<file path="src/rtl/load_store_unit_pkg.sv">
// Shared types for the load/store unit: data width, access width encoding,
// the latched request payload and access-geometry helpers.
package load_store_unit_pkg;

    localparam int unsigned XLEN = 32;

    typedef enum logic [1:0] {
        WIDTH_BYTE     = 2'd0,
        WIDTH_HALFWORD = 2'd1,
        WIDTH_WORD     = 2'd2
    } mem_width_t;

    typedef struct packed {
        logic            is_store;
        logic [XLEN-1:0] addr;
        logic [XLEN-1:0] w_data;
        mem_width_t      width;
        logic            is_unsigned;
    } lsu_req_t;

    function automatic logic [2:0] width_bytes(input mem_width_t width);
        case (width)
            WIDTH_BYTE:     return 3'd1;
            WIDTH_HALFWORD: return 3'd2;
            default:        return 3'd4;
        endcase
    endfunction

    // True when an access starting at this byte offset spills into the next word.
    function automatic logic crosses_word(input logic [1:0] offset, input mem_width_t width);
        return ({1'b0, offset} + width_bytes(width)) > 3'd4;
    endfunction

endpackage

</file>
<file path="src/rtl/load_store_unit_load_aligner.sv">
// Combinational load-data path: merges the two halves of a split load,
// truncates to the access width and sign/zero extends.
module load_aligner
    import load_store_unit_pkg::*;
(
    input  mem_width_t      width,
    input  logic            is_unsigned,
    input  logic [1:0]      offset,
    input  logic            split,
    input  logic [XLEN-1:0] low,
    input  logic [XLEN-1:0] high,
    output logic [XLEN-1:0] data
);

    logic [XLEN-1:0] merged;
    logic [5:0]      high_shift;

    always_comb begin
        high_shift = 6'(XLEN) - {1'b0, offset, 3'b000};
        merged     = high;
        // Low read holds bytes offset..3 right-aligned; the second read fills above them.
        if (split) begin
            merged = (low & ({XLEN{1'b1}} >> {offset, 3'b000})) | (high << high_shift);
        end
        case (width)
            WIDTH_BYTE:     data = {{(XLEN-8){merged[7] & ~is_unsigned}}, merged[7:0]};
            WIDTH_HALFWORD: data = {{(XLEN-16){merged[15] & ~is_unsigned}}, merged[15:0]};
            default:        data = merged;
        endcase
    end

endmodule

</file>
<file path="src/rtl/load_store_unit.sv">
// Load/store unit driving a byte-enabled data RAM. Word-crossing accesses are
// split into legal RAM accesses when LSU_MISALIGNED_EN is defined, else rejected.
module load_store_unit
    import load_store_unit_pkg::*;
(
    input  logic            clock,
    input  logic            reset,
    input  logic            req_valid,
    output logic            req_ready,
    input  logic            req_is_store,
    input  logic [XLEN-1:0] req_addr,
    input  logic [XLEN-1:0] req_w_data,
    input  mem_width_t      req_width,
    input  logic            req_unsigned,
    output logic            resp_valid,
    output logic [XLEN-1:0] resp_r_data,
    output logic            resp_misaligned,
    output logic [XLEN-1:0] mem_addr,
    output logic [XLEN-1:0] mem_w_data,
    output mem_width_t      mem_w_width,
    output logic            mem_w_enable,
    input  logic [XLEN-1:0] mem_r_data
);

`ifdef LSU_MISALIGNED_EN
    typedef enum logic [1:0] {
        IDLE        = 2'd0,
        DONE        = 2'd1,
        LOAD_SPLIT  = 2'd2,
        STORE_SPLIT = 2'd3
    } state_t;
`else
    typedef enum logic [1:0] {
        IDLE = 2'd0,
        DONE = 2'd1
    } state_t;
`endif

    state_t          state_q, state_d;
    lsu_req_t        req_q, req_d;
    logic            cross_in;
    logic            split;
    logic [XLEN-1:0] low_part;
    logic [XLEN-1:0] load_data;

`ifdef LSU_MISALIGNED_EN
    logic [1:0]      cnt_q, cnt_d;
    logic [XLEN-1:0] low_q, low_d;

    assign split           = crosses_word(req_q.addr[1:0], req_q.width);
    assign low_part        = low_q;
    assign resp_misaligned = 1'b0;
`else
    logic mis_q, mis_d;
    logic unused_req;

    assign split           = 1'b0;
    assign low_part        = '0;
    assign resp_misaligned = !reset && (state_q == DONE) && mis_q;
    assign unused_req      = ^{req_q.addr[XLEN-1:2], req_q.w_data};
`endif

    assign cross_in = crosses_word(req_addr[1:0], req_width);

    load_aligner u_load_aligner (
        .width       (req_q.width),
        .is_unsigned (req_q.is_unsigned),
        .offset      (req_q.addr[1:0]),
        .split       (split),
        .low         (low_part),
        .high        (mem_r_data),
        .data        (load_data)
    );

    always_ff @(posedge clock) begin
        if (reset) begin
            state_q <= IDLE;
            req_q   <= '0;
`ifdef LSU_MISALIGNED_EN
            cnt_q   <= '0;
            low_q   <= '0;
`else
            mis_q   <= 1'b0;
`endif
        end else begin
            state_q <= state_d;
            req_q   <= req_d;
`ifdef LSU_MISALIGNED_EN
            cnt_q   <= cnt_d;
            low_q   <= low_d;
`else
            mis_q   <= mis_d;
`endif
        end
    end

    // Next state and RAM port drive; reset suppresses handshakes and writes at once.
    always_comb begin
        state_d      = state_q;
        req_d        = req_q;
`ifdef LSU_MISALIGNED_EN
        cnt_d        = cnt_q;
        low_d        = low_q;
`else
        mis_d        = mis_q;
`endif
        req_ready    = 1'b0;
        resp_valid   = 1'b0;
        mem_addr     = req_addr;
        mem_w_data   = req_w_data;
        mem_w_width  = req_width;
        mem_w_enable = 1'b0;

        case (state_q)
            IDLE, DONE: begin
                req_ready  = 1'b1;
                resp_valid = (state_q == DONE);
                state_d    = IDLE;
                if (req_valid) begin
                    req_d.is_store    = req_is_store;
                    req_d.addr        = req_addr;
                    req_d.w_data      = req_w_data;
                    req_d.width       = req_width;
                    req_d.is_unsigned = req_unsigned;
`ifdef LSU_MISALIGNED_EN
                    mem_w_enable = req_is_store;
                    if (!cross_in) begin
                        state_d = DONE;
                    end else if (req_is_store) begin
                        mem_w_width = WIDTH_BYTE;
                        cnt_d       = 2'd1;
                        state_d     = STORE_SPLIT;
                    end else begin
                        state_d = LOAD_SPLIT;
                    end
`else
                    mis_d        = cross_in;
                    mem_w_enable = req_is_store && !cross_in;
                    state_d      = DONE;
`endif
                end
            end
`ifdef LSU_MISALIGNED_EN
            LOAD_SPLIT: begin
                mem_addr = {req_q.addr[XLEN-1:2], 2'b00} + XLEN'(4);
                low_d    = mem_r_data;
                state_d  = DONE;
            end
            STORE_SPLIT: begin
                mem_addr     = req_q.addr + XLEN'(cnt_q);
                mem_w_data   = req_q.w_data >> {cnt_q, 3'b000};
                mem_w_width  = WIDTH_BYTE;
                mem_w_enable = 1'b1;
                if ({1'b0, cnt_q} == width_bytes(req_q.width) - 3'd1) begin
                    cnt_d   = 2'd0;
                    state_d = DONE;
                end else begin
                    cnt_d = cnt_q + 2'd1;
                end
            end
`endif
            default: state_d = IDLE;
        endcase

        if (reset) begin
            req_ready    = 1'b0;
            resp_valid   = 1'b0;
            mem_w_enable = 1'b0;
        end
    end

    always_comb begin
        resp_r_data = '0;
        if (!reset && (state_q == DONE) && !req_q.is_store && !resp_misaligned) begin
            resp_r_data = load_data;
        end
    end

endmodule

</file>
<file path="config.mk">
export PLATFORM = sky130hd
export DESIGN_NAME = load_store_unit
export DESIGN_NICKNAME = d
export VERILOG_FILES = /design/src/rtl/load_store_unit_pkg.sv /design/src/rtl/load_store_unit_load_aligner.sv /design/src/rtl/load_store_unit.sv
export SDC_FILE = /design/constraint.sdc
export NUM_CORES = 1
export LEC_CHECK = 0
export ABC_CLOCK_PERIOD_IN_PS = 1800
export CELL_PAD_IN_SITES_DETAIL_PLACEMENT = 0
export CELL_PAD_IN_SITES_GLOBAL_PLACEMENT = 1
export CORE_ASPECT_RATIO = 0.7
export CORE_MARGIN = 2
export CORE_UTILIZATION = 19
export DETAILED_ROUTE_END_ITERATION = 10
export HOLD_SLACK_MARGIN = 0.02
export PLACE_DENSITY_LB_ADDON = 0.1
export SYNTH_ARGS = -nofsm -noshare
export SYNTH_HDL_FRONTEND = slang
export SYNTH_HIERARCHICAL = 1
export SYNTH_SLANG_ARGS = --single-unit
export TNS_END_PERCENT = 10
</file>
<file path="constraint.sdc">
create_clock -name clock -period 1.8 [get_ports clock]
set_input_delay 0.18 -clock clock [delete_from_list [all_inputs] [get_ports clock]]
set_output_delay 0.18 -clock clock [all_outputs]
set_load 0.02 [all_outputs]
</file>
# Word level (Yosys, flattened, before mapping)
# Cells that the tools add are included.
[totals]
ff_bits = 7
in_bits = 103
out_inout_bits = 102
elab_cells = 40
[classes]
n_addsub = 1
magnitude_cmp = 1
eq_ne = 3
mux = 11
n_bitwise = 4
reduce_logical = 15
[op_table]
columns = ["cell", "count"]
rows = [
  ["$pmux 32 s2", 1],
  ["$mux 32", 1],
  ["$mux 1", 8],
  ["$eq 2x1->1 const B", 3],
  ["$logic_not 2->1", 3],
  ["$pmux 3 s2", 1],
  ["$logic_and 1x1->1", 5],
  ["$logic_not 1->1", 4],
  ["$reduce_or 2->1", 2],
  ["$add 2x3->3", 1],
  ["$gt 3x3->1 const B", 1],
  ["$and 1x1->1", 2],
  ["$not 1->1", 2],
  ["$reduce_and 2->1", 1],
]

# Depth between registers and ports, before layout
[depth]
word_depth = 9
depth_mapped = 10
ltp_nobuf = 7

# Modules after synthesis
# The synthesis kept the hierarchy.
[modules_own_cells]
columns = ["module", "n_inst", "cells_each", "area_each_um2", "seq_area_each_um2"]
rows = [
  ["load_aligner", 1, 170, 1209.9, 0.0],
  ["load_store_unit", 1, 141, 1134.8, 160.2],
]

# Worst setup path before layout
# No wires, ideal clock.
[synth_path]
kind = "register -> output"
from = "register, netlist name req_q[36]"
to = "output resp_r_data[29]"
arrival_time_ns = 1.770
required_ns = 1.620
path_slack_ns = -0.150
path_stages_with_launch = 8
path_buffers = 1
path_cell_list = "dfxtp_1 clkinv_1 ha_1 nor2b_1 buf_2 a222oi_1 o21ai_2 and2_2"
[synth_rtl]
columns = ["element", "line", "rtl"]
rows = [
  ["end, declared", "load_store_unit.sv:16", "output logic [XLEN-1:0] resp_r_data,"],
]

==> impl_metrics.json <==
{
  "status": "complete, but fails checks",
  "violations": "setup timing",
  "reg2reg_depth": 4,
  "wl_per_cell_um": 14.6,
  "finalPower_mw": 1.37,
  "pre_cts_ws_ns": -1.25,
  "grt_max_degree": 44,
  "finalMaxSlewViolations": 0,
  "syn-cell-area_sq_um": 2340,
  "tightestPinTransition_ns": 0.551,
  "port_buffers": 80,
  "wl_met1_um": 4220,
  "crit_start": "req_q[35]$_SDFFE_PP0P_",
  "routabilityCongestion": 0.727,
  "fin_crit_sh_pct": 113,
  "worst-endpoint-required_ns": 1.62,
  "route.antenna.remaining_nets": 0,
  "min_path_type": "in -> out",
  "wl_met3_um": 366,
  "wl_met2_um": 3360,
  "ys_ff_latch": 8,
  "crit_path_cell_trace": "buf_6 -> mux2_2 -> a222oi_1 -> o21ai_0 -> and2_1 -> buf_2",
  "wl_um": 8040,
  "r2r_start": "req_q[35]$_SDFFE_PP0P_",
  "avgSynthCellArea_sq_um": 7.54,
  "grt_pass1_vias": 2393,
  "period_needed_ns": 2.03,
  "final_cell_mix": "54 x buf_4, 42 x o21ai_0, 39 x clkdlybuf4s50_1",
  "clock_sinks": 8,
  "crit_arrival_ns": 1.85,
  "synth_top_area_cell": "buf_4",
  "ir_worst_vdd_v": 0.000227,
  "syn_inst": 311,
  "yosys-top-cells-area": "buf_4 21%, o21ai_0 9.8%, mux2_2 9.6%, and2_2 7.0%, dfxtp_1 6.8%",
  "viasPerCell": 4.19,
  "max_freq_ghz": 0.492,
  "r2r-end": "req_q[35]$_SDFFE_PP0P_",
  "placed_cells": 538,
  "area_growth_pct": 44.7,
  "n_fill_cell": 1326,
  "place_area_sq_um": 3230,
  "max-clock-path-buffers": 2,
  "drtPass1Iterations": 5,
  "clkTransAtPathRegs_ns": 0.04,
  "num_vias": 2303,
  "drt_iter0_markers": 102,
  "maxUsedRoutingLayer": "met4",
  "start_util_pct": 19.8,
  "ios": 205,
  "grt_pass1_wl_um": 13000,
  "antenna_found_initial": 0,
  "drv_cap": 0,
  "reg2reg_slack_ns": 0.86,
  "crit_path_max_fanout": 12,
  "root_buffer": "clkbuf_16",
  "drive_gt1_share_pct": 45.4,
  "power.density_nw_per_um2": 404,
  "layout.nets": 501,
  "start_kind": "flip-flop",
  "yosysWarnings": 6,
  "worst_clock_skew_ns": 0,
  "regArea_sq_um": 166,
  "hpwl_um": 5890,
  "rsz0062_at_grt": "yes",
  "slew_headroom_pct": 63.3,
  "setup_viol": 14,
  "power_leakage_nw": 1.48,
  "yosysTopAreaCellShare_pct": 21.5,
  "layoutNonFillerInstCount": 549,
  "ctsHoldBuffers": 0,
  "coreArea_sq_um": 11900,
  "grt_overflow": 0,
  "final_common_cell": "buf_4",
  "die_width_um": 137,
  "criticalPathCategory": "reg -> out",
  "dieArea_sq_um": 13300,
  "cts_buffers": 3,
  "grt_usage_pct": 12.2,
  "setup_ws_ns": -0.232,
  "cp_slowest_stage_delay_ns": 0.38,
  "die_h_um": 96.9,
  "cts_tree": "built",
  "stdcell_area_sq_um": 3390,
  "drc": 0,
  "slowest_stage": "dfxtp_4",
  "cts_max_level": 1,
  "cp-endpoint": "resp_r_data[27]",
  "n_antenna_cell": 0,
  "clock_latency_ns": 0.23,
  "yosysSeqAreaShare_pct": 6.83,
  "finalHoldViolCount": 0,
  "synth_cell_types": 40,
  "row_count": 33,
  "timing.hold.ws_ns": 0.360,
  "end_kind": "output pin",
  "multi_input_area_sq_um": 1720
}
-- stage by stage --
stage	TNS, ns	util, %
CTS	-2.38	28.5
global placement	-25.44	27.3
floorplan	0	-
global route	-3.42	28.6
finish	-1.73	28.6
detailed placement	-25.78	27.3
-- cells in the mapped netlist --
| cell type | instances |
|---|---|
| a211oi_1 | 2 |
| a21o_1 | 7 |
| a21oi_1 | 1 |
| a221oi_1 | 14 |
| a222oi_1 | 8 |
| a31o_1 | 1 |
| a31o_2 | 1 |
| and2_0 | 1 |
| and2_1 | 11 |
| and2_2 | 22 |
| and3_4 | 1 |
| buf_2 | 9 |
| buf_4 | 67 |
| buf_6 | 2 |
| clkbuf_1 | 9 |
| clkbuf_2 | 3 |
| clkinv_1 | 1 |
| conb_1 | 1 |
| dfxtp_1 | 8 |
| fa_1 | 1 |
| ha_1 | 3 |
| inv_1 | 10 |
| mux2_2 | 20 |
| mux2_4 | 1 |
| mux2i_1 | 7 |
| nand2_1 | 2 |
| nand2b_1 | 2 |
| nand3b_1 | 1 |
| nor2_1 | 8 |
| nor2b_1 | 14 |
| nor3b_1 | 1 |
| nor4b_4 | 1 |
| o21ai_0 | 46 |
| o21ai_2 | 10 |
| o22ai_1 | 1 |
| o31a_1 | 1 |
| o31ai_4 | 1 |
| or2_2 | 10 |
| or3_1 | 1 |
| xnor2_1 | 1 |
-- flip-flops by register name, indices dropped and copies added, names as in the netlist --
| signal | count |
|---|---|
| mis_q | 1 |
| req_q | 6 |
| state_q | 1 |
-- kinds of logic (layout without fill, tap and decap cells) --
family,count (synthesis),count (layout),synth area share (%)
other,1,33,0.160
XOR/XNOR,1,1,0.374
adder cells (fa/ha/maj),4,4,2.45
AND/OR/NAND/NOR,75,75,21.2
flip-flops,8,8,6.83
multiplexers,28,28,13.2
AO/OA/AOI/OAI,93,93,27.6
buffers and inverters,101,150,28.2
-- worst min-delay path by stage --
stage	start	end	slack [ns]	depth (start not counted)
finish	req_addr[14]	mem_addr[14]	0.36	0
global route	req_addr[30]	mem_addr[30]	0.36	0
CTS	req_addr[15]	mem_addr[15]	0.36	0
detailed placement	req_addr[15]	mem_addr[15]	0.36	0
global placement	req_addr[15]	mem_addr[15]	0.36	0
floorplan	reset	state_q[0]$_SDFF_PP0_	0.26	1
-- final cells by class --
class / count / share of cell area (%)
clock buffers: 3 / 2.21
inverters: 11 / 1.36
multi-input cells: 234 / 50.7
flip-flops and latches: 8 / 4.90
well taps: 157 / 5.79
repair buffers: 136 / 35.1
-- layer usage --
metal / GRT usage, % / vias up
met1: 18.4 / 1063
li1: - / 1160
met4: 2.30 / 0
met5: 0 / -
met2: 18.3 / 60
met3: 1.68 / 20
-- timing repair --
| item | in CTS | in global routing |
|---|---|---|
| buffers inserted | 7 | 0 |
| endpoints found under the setup margin | 35 | 33 |
| resized for setup | 178 | 26 |
| pin swaps | 14 | 7 |
| gates cloned | 1 | 0 |
-- where the power goes --
part	total, mW	switching [mW]	internal (mW)
sequential	0.201	0.0112	0.190
clock	0.366	0.0805	0.286
combinational	0.805	0.378	0.427
total	1.37	0.470	0.902
-- critical path, delay by kind of cell (launching register included) --
kind	cells	cell delay (ns)
buffers and inverters	2	0.31
multiplexers	1	0.35
AO/OA/AOI/OAI	2	0.44
flip-flops	1	0.38
AND/OR/NAND/NOR	1	0.15
(Power assumes the default switching activity.)
==> edit 1 (config.mk and constraints unchanged) <==
Set the package constant `XLEN` to 64 (it was 32).
--- a/src/rtl/load_store_unit_pkg.sv
+++ b/src/rtl/load_store_unit_pkg.sv
@@ -4,3 +4,3 @@
 
-    localparam int unsigned XLEN = 32;
+    localparam int unsigned XLEN = 64;
 
Interface: changed (6 resized); port bits go from 205 to 397. No check against the original RTL was run, so the function may have changed too.
==> edit 1 against the unedited design <==
Area after synthesis grew 100%; first-iteration DRC count grew to 2.8 times the old value; setup slack lost 0.27 ns; sequential power is essentially flat; design area grew 100%; the flow still finishes with violations (setup timing); power grew 88%; largest power group unchanged; sequential cell count is the same; critical endpoint is now resp_r_data[20]; routed wire length grew to 2.8 times the old value.
==> edit 1: results (changes against the unedited design) <==
* H-tree levels at 1 (unchanged)
* Synth Area in Compound Gates at 27.7% (was 27.6%)
* Largest net degree at the start of global routing at 67 (was 44)
* Synth Warn # at 6 (unchanged)
* Mux share of post-synthesis cell area at 21.3% (was 13.2%)
* Detailed Place HPWL at 17200 um (was 5890 um)
* Biggest regs: req_q (6), mis_q (1), state_q (1) (unchanged)
* Min-delay src: req_addr[37] (was req_addr[14])
* R2R cell count at 4 (unchanged)
* Setup-failing EPs final at 57 (was 14)
* Post-synth ARST share at 0% (unchanged)
* Hold Path Class: in -> out (unchanged)
* RR Startpoint: req_q[67]$_SDFFE_PP0P_ (was req_q[35]$_SDFFE_PP0P_)
* XOR/XNOR Fraction of Synth Area at 0.184% (was 0.374%)
* Reg2reg setup slack at 0.31 ns (was 0.86 ns)
* DRT Pass-1 Iters at 5 (unchanged)
* Total CTS buffers at 3 (unchanged)
* Gr usage total at 16.8% (was 12.2%)
* Static Leak at 2.94 nW (was 1.48 nW)
* Root Buffer: clkbuf_16 (unchanged)
* Post-synthesis sequential area ratio at 3.37% (was 6.83%)
* Reg clk slew, reported paths at 0.04 ns (about the same)
* Vias at 5040 (was 2303)
* Clock Path Buffers at 2 (unchanged)
* Placed Area at 6490 um^2 (was 3230 um^2)
* Maximum VDD drop at 0.250 mV (was 0.227 mV)
* Area share of fa/ha/maj cells after synthesis at 1.21% (was 2.45%)
* Synth cell count leaders: buf_4 (137), o21ai_0 (95), mux2i_1 (63), and2_2 (54), nand2_1 (27) (was buf_4 (67), o21ai_0 (46), and2_2 (22), mux2_2 (20))
* Worst clock skew at 0 ns (unchanged)
* Initial DRC Count at 284 (was 102)
* Final #Nets at 983 (was 501)
* Failing checks: setup timing (unchanged)
* Placement Setup Slack at -0.796 ns (was -1.25 ns)
* Final worst slack at -0.499 ns (was -0.232 ns)
* Vias in the first global route at 5140 (was 2393)
* Filler cell count at 2692 (was 1326)
* Synth unique cells at 51 (was 40)
* Hold endpoint: mem_addr[37] (was mem_addr[14])
* GP Congestion at 0.791 (was 0.727)
* First-pass GRT wire length at 33400 um (was 13000 um)
* Status: finished with violations (unchanged)
* WL final at 22900 um (was 8040 um)
* Synth Flop Type: dfxtp_1 (unchanged)
* Share of cells above drive strength 1 at 37.5% (was 45.4%)
* IO Port Bufs at 144 (was 80)
* Reg-to-reg endpoint: req_q[67]$_SDFFE_PP0P_ (was req_q[35]$_SDFFE_PP0P_)
* Antenna violations before repair at 0 (unchanged)
* Max-slew headroom at 17.5% (was 63.3%)
* Critical path peak fanout at 8 (was 12)
* Final Hold Viols at 0 (unchanged)
* Largest cells by area after synthesis: buf_4 (22%), mux2i_1 (13%), o21ai_0 (10%), and2_2 (8.5%), mux4_2 (5.7%) (was buf_4 (21%), o21ai_0 (9.8%), mux2_2 (9.6%), and2_2 (7.0%), dfxtp_1 (6.8%))
[edit 1: cell count changes after synthesis, sizes merged, moves of 11 or more]
cell    delta
buf       +80
mux2i     +56
o21ai     +43
and2      +34
nand2     +25
mux2      -18
clkbuf    +15
mux4      +15
a22oi     +13
a221oi    -12
nor2      +11
[edit 1: worst max-delay path by stage]
stage,cells past startpoint,startpoint,endpoint,slack (ns)
after floorplan,11,req_q[67]$_SDFFE_PP0P_,resp_r_data[18],-0.37
after global placement,9,mem_r_data[7],resp_r_data[53],-0.73
after detailed placement,9,mem_r_data[7],resp_r_data[27],-0.80
after CTS,10,req_q[67]$_SDFFE_PP0P_,resp_r_data[29],-0.57
after global routing,10,req_q[67]$_SDFFE_PP0P_,resp_r_data[18],-0.57
final,10,req_q[67]$_SDFFE_PP0P_,resp_r_data[20],-0.50
[edit 1: per-layer routing]
layer | wire length [um] | GRT usage [%] | share of wire (%)
met4 | 440 | 3.49 | 1.9
met3 | 1730 | 3.56 | 7.5
met5 | 0 | 0 | 0
met2 | 9500 | 24.4 | 41
met1 | 11200 | 25.0 | 49
[edit 1: worst max-delay path: stages, from the launching register on]
cell	delay, ns
dfxtp_4	0.37
inv_8	0.03
ha_4	0.25
nand2b_4	0.14
o21ai_4	0.05
o211ai_1	0.22
buf_4	0.17
clkbuf_16	0.17
a21bo_4	0.23
and2_4	0.14
buf_6	0.12
[edit 1: final cells by class]
| cell class | instances | area share [%] |
|---|---|---|
| multi-input combinational | 501 | 55.1 |
| timing repair buffer | 249 | 34.4 |
| tap | 325 | 5.93 |
| sequential | 8 | 2.39 |
| clock buffer | 4 | 1.15 |
| inverter | 17 | 1.04 |
[edit 1: cell families (layout without fill, tap and decap cells)]
kind of cell,Yosys count,after routing
flops,8,8
compound gates,201,201
xor+xnor,1,1
mux,81,81
buf+inv,202,270
other cells,1,69
fa+ha+maj,4,4
simple gates,145,145
[edit 1: metrics by stage]
stage,TNS (ns),util [%],hold WS [ns],instances
global placement,-40.98,26.4,0.360,1092
detailed placement,-43.78,26.4,0.360,1092
finish,-23.05,27.9,0.360,1104
global route,-27.43,27.9,0.360,1104
floorplan,-17.82,-,0.263,711
CTS,-25.77,26.7,0.360,1101
[edit 1: timing repair]
item                                    CTS  global route
endpoints found under the setup margin   67            64
gates resized for setup                 363            88
pin swaps                                 1             3
gates cloned                              2             2
buffers inserted                          3             2
[edit 1: where the power goes]
group / switching, W / total (W) / internal (W)
clock network: 0.0000934 / 0.000389 / 0.000296
logic: 0.00101 / 0.00199 / 0.000978
registers: 0.0000123 / 0.000201 / 0.000189
==> edit 2 (config.mk and constraints unchanged) <==
Without the edit above. Make the reset (`reset`) asynchronous in one clocked block.
--- a/src/rtl/load_store_unit.sv
+++ b/src/rtl/load_store_unit.sv
@@ -74,3 +74,3 @@
 
-    always_ff @(posedge clock) begin
+    always_ff @(posedge clock or posedge reset) begin
         if (reset) begin
Check against the original RTL: same outputs for any inputs over 10 cycles, from zero or initial values and one cycle with reset high; that may be too few to reach the edited logic, so the function may still have changed.
==> edit 2 against the unedited design <==
The flow still finishes with violations (setup timing); fmax is 3.9% lower; routed wire length is 7.7% higher; area after synthesis is 0.43% higher; setup slack worse by 0.082 ns; design area is 4.2% higher; power is 22% higher; sequential cell count stayed put; critical path depth is 2 higher; critical path type unchanged; largest power group unchanged.
==> edit 2: results (changes against the unedited design) <==
* Status: finished with violations (unchanged)
* Failing checks: setup timing (unchanged)
* GP Congestion at 0.703 (was 0.727)
* Worst Tran Pin Value at 1.31 ns (was 0.551 ns)
* Sequential share of power at 13.0% (was 14.6%)
* Setup TNS at -3.79 ns (was -1.73 ns)
* Gr usage total at 13.0% (was 12.2%)
* Maximum VDD drop at 0.319 mV (was 0.227 mV)
* Final Power at 0.00168 W (was 0.00137 W)
* Final core occ at 29.7% (was 28.6%)
* Filler cell count at 1303 (was 1326)
* Critical path peak fanout at 4 (was 12)
* Synth unique cells at 38 (was 40)
* Placed insts at 535 (was 538)
* Synth cell count leaders: buf_4 (67), o21ai_0 (47), mux2_2 (25), and2_2 (21), a221oi_1 (14) (was buf_4 (67), o21ai_0 (46), and2_2 (22), mux2_2 (20))
* DRT Pass-1 Iters at 4 (was 5)
* Placed Area at 3300 um^2 (was 3230 um^2)
* Detailed Place HPWL at 6010 um (was 5890 um)
* Clock share of power at 21.8% (was 26.7%)
* CP arrival at 1.93 ns (was 1.85 ns)
* CP top delay family: flip-flops (was compound AO/OA/AOI/OAI gates)
* First-pass GRT wire length at 13500 um (was 13000 um)
* Setup-failing EPs final at 25 (was 14)
* Worst path slowest cell: dfrtp_2 (was dfxtp_4)
* Share of cells above drive strength 1 at 47.3% (was 45.4%)
* Hold Path Class: in -> async (was in -> out)
* Syn_area_per_cell at 7.75 um^2 (was 7.54 um^2)
* Max incr delay on CP at 0.45 ns (was 0.38 ns)
* Final worst slack at -0.314 ns (was -0.232 ns)
* Synth Flop Type: dfrtp_1 (was dfxtp_1)
* Final cell count without fillers at 548 (was 549)
* Vias in the first global route at 2365 (was 2393)
* Largest cells by area after synthesis: buf_4 (21%), mux2_2 (12%), o21ai_0 (10%), dfrtp_1 (8.5%), and2_2 (6.7%) (was buf_4 (21%), o21ai_0 (9.8%), mux2_2 (9.6%), and2_2 (7.0%), dfxtp_1 (6.8%))
[edit 2: cell types whose count changed after synthesis, moves of 5 or more]
cell and delta:
dfrtp_1 +8, dfxtp_1 -8, mux2_2 +5, mux2i_1 -6
nor2_1 -6
[edit 2: logic make-up after synthesis]
family                     Yosys count  synth area share (%)
xor gates and xnor gates             1                 0.372
muxes                               27                  13.0
DFF                                  8                  8.50
buffers and inverters              101                  28.0
other                                1                 0.159
adders and majority gates            4                  2.44
AOI/OAI and AO/OA                   94                  27.8
and+or+nand+nor                     68                  19.7
[edit 2: path summary, 6_finish.rpt]
| check | start | end | slack [ns] | cells after the start |
|---|---|---|---|---|
| max reg2reg | req_q[35]$_DFFE_PP0P_ | req_q[35]$_DFFE_PP0P_ | 0.55 | 3 |
| max in group asynchronous | reset | req_q[35]$_DFFE_PP0P_ | 1.38 | 4 |
| min in group clock | req_addr[11] | mem_addr[11] | 0.36 | 0 |
| min reg2reg | req_q[0]$_DFFE_PP0P_ | req_q[0]$_DFFE_PP0P_ | 0.56 | 1 |
| min | reset | req_q[36]$_DFFE_PP0P_ | 0.28 | 4 |
| max | req_q[35]$_DFFE_PP0P_ | resp_r_data[28] | -0.31 | 8 |
[edit 2: routing by layer]
layer  wire length [um]  global-route usage, %
met5                  0                      0
met3                861                   2.40
met2               3440                   18.4
met1               4330                   20.5
met4                 24                   1.67
[edit 2: cell type report]
class	instances	area share, %
Sequential cell	8	5.70
Inverter	12	1.31
Multi-Input combinational cell	227	47.8
Tap cell	157	5.55
Clock buffer	3	2.12
Timing Repair Buffer	141	37.5
[edit 2: what timing repair did]
action,4_1_cts,5_1_grt
gates resized for setup,183,30
buffers inserted,8,0
cloned,3,0
pin swaps,17,8
hold buffers,0,0
setup endpoints to repair,35,32
